==> src/rtl/tree_pkg.sv <==
// Shared constants and types for the decision-tree feature path: the loader
// that builds the 51-bit feature bus and the tree/vote blocks that consume it.
package tree_pkg;

  localparam int FEAT_W = 51;
  localparam int BEAT_W = 8;
  localparam int BEATS  = (FEAT_W + BEAT_W - 1) / BEAT_W;
  localparam int CNT_W  = 16;

  typedef enum logic [1:0] {
    FILL  = 2'd0,
    DRAIN = 2'd1,
    HOLD  = 2'd2
  } loader_state_e;

  typedef logic [FEAT_W-1:0] feat_vec_t;

endpackage

==> src/rtl/tree_feature_loader_if.sv <==
// Bus bundle between a byte-serial feature source, the loader and the tree
// bank. The slave view belongs to the loader; the master view belongs to
// whatever feeds beats in and consumes the assembled vector.
interface tree_feature_loader_if #(
  parameter int FEAT_W = tree_pkg::FEAT_W,
  parameter int BEAT_W = tree_pkg::BEAT_W,
  parameter int CNT_W  = tree_pkg::CNT_W
);

  logic              s_valid;
  logic              s_ready;
  logic [BEAT_W-1:0] s_data;
  logic              s_last;
  logic              m_valid;
  logic              m_ready;
  logic [FEAT_W-1:0] m_features;
  logic              err_len;
  logic [CNT_W-1:0]  frame_count;

  modport slave (
    input  s_valid, s_data, s_last, m_ready,
    output s_ready, m_valid, m_features, err_len, frame_count
  );

  modport master (
    output s_valid, s_data, s_last, m_ready,
    input  s_ready, m_valid, m_features, err_len, frame_count
  );

endinterface

==> src/rtl/tree_feature_loader.sv <==
// Assembles a byte-serial feature stream into one 51-bit vector per frame,
// holds it for the tree bank until consumed, flags malformed frames and
// counts delivered vectors.
module tree_feature_loader
  import tree_pkg::*;
#(
  parameter int FEAT_W = tree_pkg::FEAT_W,
  parameter int BEAT_W = tree_pkg::BEAT_W,
  parameter int CNT_W  = tree_pkg::CNT_W
) (
  input  logic                  clk,
  input  logic                  rst,
  tree_feature_loader_if.slave  bus
);

  localparam int BEATS_L = (FEAT_W + BEAT_W - 1) / BEAT_W;
  localparam int IDX_W   = (BEATS_L > 1) ? $clog2(BEATS_L) : 1;
  localparam logic [IDX_W-1:0] LAST_IDX = IDX_W'(BEATS_L - 1);

  loader_state_e     state_q, state_d;
  logic [IDX_W-1:0]  idx_q, idx_d;
  logic [FEAT_W-1:0] feat_q, feat_d;
  logic [CNT_W-1:0]  frame_count_q, cnt_d;
  logic              err_q, err_d;

  logic s_ready_w;
  logic beat_fire;
  logic vec_take;

  // s_ready comes straight from the state register, gated low during reset
  assign s_ready_w = ~rst & (state_q != HOLD);
  assign beat_fire = bus.s_valid & s_ready_w;
  assign vec_take  = (state_q == HOLD) & bus.m_ready;

  // Next-state, beat index, error pulse and counter decode; s_last and
  // m_ready are only looked at under their qualifying valid
  always_comb begin
    state_d = state_q;
    idx_d   = idx_q;
    err_d   = 1'b0;
    cnt_d   = frame_count_q;
    unique case (state_q)
      FILL: begin
        if (beat_fire) begin
          if (idx_q == LAST_IDX) begin
            idx_d = '0;
            if (bus.s_last) begin
              state_d = HOLD;
            end else begin
              state_d = DRAIN;
              err_d   = 1'b1;
            end
          end else if (bus.s_last) begin
            idx_d = '0;
            err_d = 1'b1;
          end else begin
            idx_d = idx_q + 1'b1;
          end
        end
      end
      DRAIN: begin
        if (beat_fire && bus.s_last) begin
          state_d = FILL;
          idx_d   = '0;
        end
      end
      HOLD: begin
        if (vec_take) begin
          state_d = FILL;
          idx_d   = '0;
          cnt_d   = frame_count_q + 1'b1;
        end
      end
      default: begin
        state_d = FILL;
        idx_d   = '0;
      end
    endcase
  end

  // Beat write-enable decode: beat k lands in bits [8k+7:8k]; the final
  // beat only covers the bits that exist above the last full byte
  always_comb begin
    feat_d = feat_q;
    if (beat_fire && (state_q == FILL)) begin
      for (int b = 0; b < FEAT_W; b++) begin
        if ((b / BEAT_W) == int'(idx_q)) begin
          feat_d[b] = bus.s_data[b % BEAT_W];
        end
      end
    end
  end

  // State, index, vector, error pulse and counter registers
  always_ff @(posedge clk) begin
    if (rst) begin
      state_q       <= FILL;
      idx_q         <= '0;
      feat_q        <= '0;
      err_q         <= 1'b0;
      frame_count_q <= '0;
    end else begin
      state_q       <= state_d;
      idx_q         <= idx_d;
      feat_q        <= feat_d;
      err_q         <= err_d;
      frame_count_q <= cnt_d;
    end
  end

  assign bus.s_ready     = s_ready_w;
  assign bus.m_valid     = (state_q == HOLD);
  assign bus.m_features  = feat_q;
  assign bus.err_len     = err_q;
  assign bus.frame_count = frame_count_q;

endmodule

==> src/flat_wrapper.sv <==
// flat-port wrapper written by rule: the top's interface ports become plain ports
module tree_feature_loader_flat import tree_pkg::*;
#(
  parameter int FEAT_W = tree_pkg::FEAT_W,
  parameter int BEAT_W = tree_pkg::BEAT_W,
  parameter int CNT_W  = tree_pkg::CNT_W
)
  (clk, rst, bus_s_valid, bus_s_data, bus_s_last, bus_m_ready, bus_s_ready, bus_m_valid, bus_m_features, bus_err_len, bus_frame_count);
  tree_feature_loader_if #(.FEAT_W(FEAT_W), .BEAT_W(BEAT_W), .CNT_W(CNT_W)) bus_i ();
  input  logic clk;
  input  logic rst;
  input wire logic [$bits(bus_i.s_valid)-1:0] bus_s_valid;
  input wire logic [$bits(bus_i.s_data)-1:0] bus_s_data;
  input wire logic [$bits(bus_i.s_last)-1:0] bus_s_last;
  input wire logic [$bits(bus_i.m_ready)-1:0] bus_m_ready;
  output wire logic [$bits(bus_i.s_ready)-1:0] bus_s_ready;
  output wire logic [$bits(bus_i.m_valid)-1:0] bus_m_valid;
  output wire logic [$bits(bus_i.m_features)-1:0] bus_m_features;
  output wire logic [$bits(bus_i.err_len)-1:0] bus_err_len;
  output wire logic [$bits(bus_i.frame_count)-1:0] bus_frame_count;
  assign bus_i.s_valid = bus_s_valid;
  assign bus_i.s_data = bus_s_data;
  assign bus_i.s_last = bus_s_last;
  assign bus_i.m_ready = bus_m_ready;
  assign bus_s_ready = bus_i.s_ready;
  assign bus_m_valid = bus_i.m_valid;
  assign bus_m_features = bus_i.m_features;
  assign bus_err_len = bus_i.err_len;
  assign bus_frame_count = bus_i.frame_count;
  tree_feature_loader #(.FEAT_W(FEAT_W), .BEAT_W(BEAT_W), .CNT_W(CNT_W)) u_core (.clk(clk), .rst(rst), .bus(bus_i));
endmodule
==> config.mk <==
export PLATFORM = sky130hd
export DESIGN_NAME = tree_feature_loader_flat
export DESIGN_NICKNAME = d
export VERILOG_FILES = /design/src/rtl/tree_pkg.sv /design/src/rtl/tree_feature_loader_if.sv /design/src/rtl/tree_feature_loader.sv /design/src/flat_wrapper.sv
export SDC_FILE = /design/constraint.sdc
export NUM_CORES = 1
export LEC_CHECK = 0
export ABC_AREA = 1
export BUFFER_PORTS_ARGS = -buffer_cell sky130_fd_sc_hd__clkbuf_2
export CORE_MARGIN = 2
export CORE_UTILIZATION = 51
export CTS_CLUSTER_DIAMETER = 120
export CTS_CLUSTER_SIZE = 14
export DETAILED_ROUTE_END_ITERATION = 6
export PLACE_DENSITY = 0.89
export SETUP_SLACK_MARGIN = 0.02
export SYNTH_ARGS = -nofsm -noshare
export SYNTH_HDL_FRONTEND = slang
export SYNTH_SLANG_ARGS = --single-unit
==> constraint.sdc <==
create_clock -name clk -period 1.85 [get_ports clk]
set_input_delay 0.37 -clock clk [delete_from_list [all_inputs] [get_ports clk]]
set_output_delay 0.37 -clock clk [all_outputs]
set_load 0.02 [all_outputs]
==> impl_metrics.csv <==
group,metric,value,unit
yosys,synthCells,383,
yosys,syn_area_per_cell,7.778,um2
outcome,status,"completed",
route,wirelength,7134,um
power_and_ir_drop,p_seq_share,48.8,%
timing,finalSetupViolCount,0,
cells_and_area,finalNonFillerCells,547,
die,rows,27,
timing,hold_viol,0,
setup_path,crit_type,"register to primary output",
die,initial_core_util,53.45,%
yosys,ys_warn_count,0,
clock_tree,root_buffer,"clkbuf_8",
place,io_buffers,82,
cells_and_area,fillCellCount,443,
power_and_ir_drop,pwr-share-comb,7.4,%
flow_run,maxCapViolCount,0,
timing,slew_headroom,79.66,%
cells_and_area,n_antenna_cell,0,
global_routing,track_usage,22.33,%
die,coreArea,5574,um2
timing,layout_min_cycle_time,1608,ps
yosys,syn_nets,402,
power_and_ir_drop,clockPowerShare,43.7,%
die,ios,83,
timing,rsz0062_at_grt,"false",
setup_path,crit_path_start_kind,"register",
clock_tree,post-cts-setup-buffers,0,
global_routing,first_global_vias,2457,
yosys,synth_cell_types,25,
cells_and_area,layout_commonest_cell,"nor2_1",
timing,fmax,0.6218,GHz
power_and_ir_drop,p_sw_share,24.20,%
clock_tree,htreeDepth,3,
power_and_ir_drop,static-leakage-power,1.718,nW
yosys,ys_seq_elements,73,
route,via_per_inst,5.077,
power_and_ir_drop,ir_drop,0.0005665,V
route,dr.first_iter.drc_count,158,
place,hpwl,5084,um
setup_path,end_kind,"primary output",
cells_and_area,multi_input_area,1330,um2
timing,worstMarginPinSlew,302.7,ps
power_and_ir_drop,p_per_area,901.0,nW/um2
cells_and_area,regArea,1461,um2
yosys,async_flop_share,0,%
setup_path,crit_chain,"inv_2 > nand2_1 > inv_1 > nor2_1 > clkbuf_2",
clock_tree,clk_pin_slew,70,ps
global_routing,grt_max_degree,24,
power_and_ir_drop,power_switching,0.0008051,W
clock_tree,cts_hold_buf,0,
clock_tree,clock_latency,350,ps
cells_and_area,layout_common_cells,"nor2_1, clkbuf_2, dfxtp_1",
setup_path,cp.arrival,1240,ps
route,firstDrtPassIters,4,
route,drc,0,
global_routing,overflow,0,
setup_path,crit_path_max_fanout,6,
setup_path,cp_slowest_stage_delay,370,ps
setup_path,crit_required,1480,ps
cells_and_area,drive_above_1_share,24.84,%
clock_tree,cts_sinks,73,
setup_path,crit_slowest_cell,"dfxtp_1",
route,route.antenna.remaining_nets,0,
yosys,synth_edf_count,0,
place,dp_cells,531,
global_routing,grt_pass1_wl,11180,um
clock_tree,cts_tree,"done",
hold_path,hp-class,"input pin to register",
timing,final_max_slew_viol_count,0,
place,globalplace.congestion,0.8742,
yosys,seq_area_frac_synth,49.06,%
die,die_w,80.43,um
cells_and_area,final_util,66.24,%
yosys,syn_area,2979,um2
timing,timing.final.crit_share,86.93,%
clock_tree,cts_buffers,9,
die,die-height,80.43,um
yosys,ys.flop_type,"dfxtp_1",
cells_and_area,layout.nets,489,
clock_tree,cts.path.max_buffers,2,
die,dieArea,6469,um2
timing,fin_setup_tns,0,ps
global_routing,antenna_found_initial,0,
route,wire_per_inst,13.04,um
clock_tree,cts_resized,0,
power_and_ir_drop,p_int,0.002522,W
timing,fin_skew,14.80,ps
cells_and_area,area_growth,23.94,%
route,vias,2777,
cells in the mapped netlist, types with 3 or more instances:
cell	number	area (um2)
nor2_1	98	367.9
dfxtp_1	73	1461
o21ai_0	53	265.3
nand2_1	41	153.9
a21oi_1	25	125.1
inv_1	23	86.33
nand3_1	13	65.06
nor3_1	8	40.04
clkbuf_1	7	26.28
ha_1	6	75.07
xor2_1	6	52.55
nand4_1	5	31.28
inv_4	4	25.02
nand3_4	3	52.55
nor2_4	3	33.78
stage by stage:
stage | setup slack [ps] | cell area (um2) | hold slack (ps) | total power, W
2_1_floorplan | 466.9 | 2979 | 494.3 | 0.001818
3_3_place_gp | 261.8 | 3456 | 464.4 | 0.001899
3_5_place_dp | 203.6 | 3456 | 472.0 | 0.001908
4_1_cts | 227.0 | 3692 | 255.0 | 0.003344
5_1_grt | 160.1 | 3692 | 260.7 | 0.003448
6_report | 241.7 | 3692 | 267.9 | 0.003327
worst max-delay path, delay by kind of cell, from the launching register on:
family / cells / cell delay (ps)
flops: 1 / 370
buf+inv: 3 / 360
simple gates: 2 / 180
cells by family (layout without fill, tap and decap cells):
logic type	count (synthesis)	count (layout)	share of synthesized area [%]
fa+ha+maj	6	6	2.520
simple gates	174	174	26.17
xor+xnor	6	6	1.764
buf+inv	41	133	6.300
compound gates	83	83	14.20
flops	73	73	49.05
flip-flops by register name, indices dropped and copies added (netlist names):
name / flops
u_core.bus.m_features: 51
u_core.bus.frame_count: 16
u_core.idx_q: 3
u_core.state_q: 2
u_core.bus.err_len: 1
path summary, 6_finish.rpt:
check,from,end,slack (ps),cells past startpoint
worst max-delay path,u_core.state_q[0]$_SDFFE_PP0P_,bus_s_ready,240,5
worst min-delay path,bus_s_last,u_core.bus.err_len$_SDFF_PP0_,270,3
worst max register to register,u_core.idx_q[0]$_SDFFE_PP0P_,u_core.state_q[0]$_SDFFE_PP0P_,330,8
worst min register to register,u_core.bus.m_features[38]$_SDFFE_PP0P_,u_core.bus.m_features[38]$_SDFFE_PP0P_,490,2
layer usage:
layer	up-vias	global-route usage (%)	wire (um)	share of wire [%]
met5	-	0	0	0
met1	1269	27.79	3023	42
met4	0	13.90	157	2.2
li1	1420	-	-	-
met2	75	35.75	3542	50
met3	13	3.820	411	5.8
final cells by class:
type / count / area share (%)
well taps: 72 / 2.440
multi-input cells: 269 / 36.02
repair buffers: 88 / 12.33
flip-flops and latches: 73 / 39.58
inverters: 29 / 3.219
clock inverters: 5 / 2.304
clock buffers: 11 / 4.100
power by group through the flow:
stage | Combinational [W] | Clock, W | Sequential [W]
final | 0.000247 | 0.00145 | 0.00163
after global routing | 0.000272 | 0.00155 | 0.00163
after CTS | 0.000248 | 0.00147 | 0.00162
after detailed placement | 0.000246 | 0 | 0.00166
after global placement | 0.000239 | 0 | 0.00166
after floorplan | 0.000123 | 0 | 0.00169
Power figures use the tool's default switching activity.
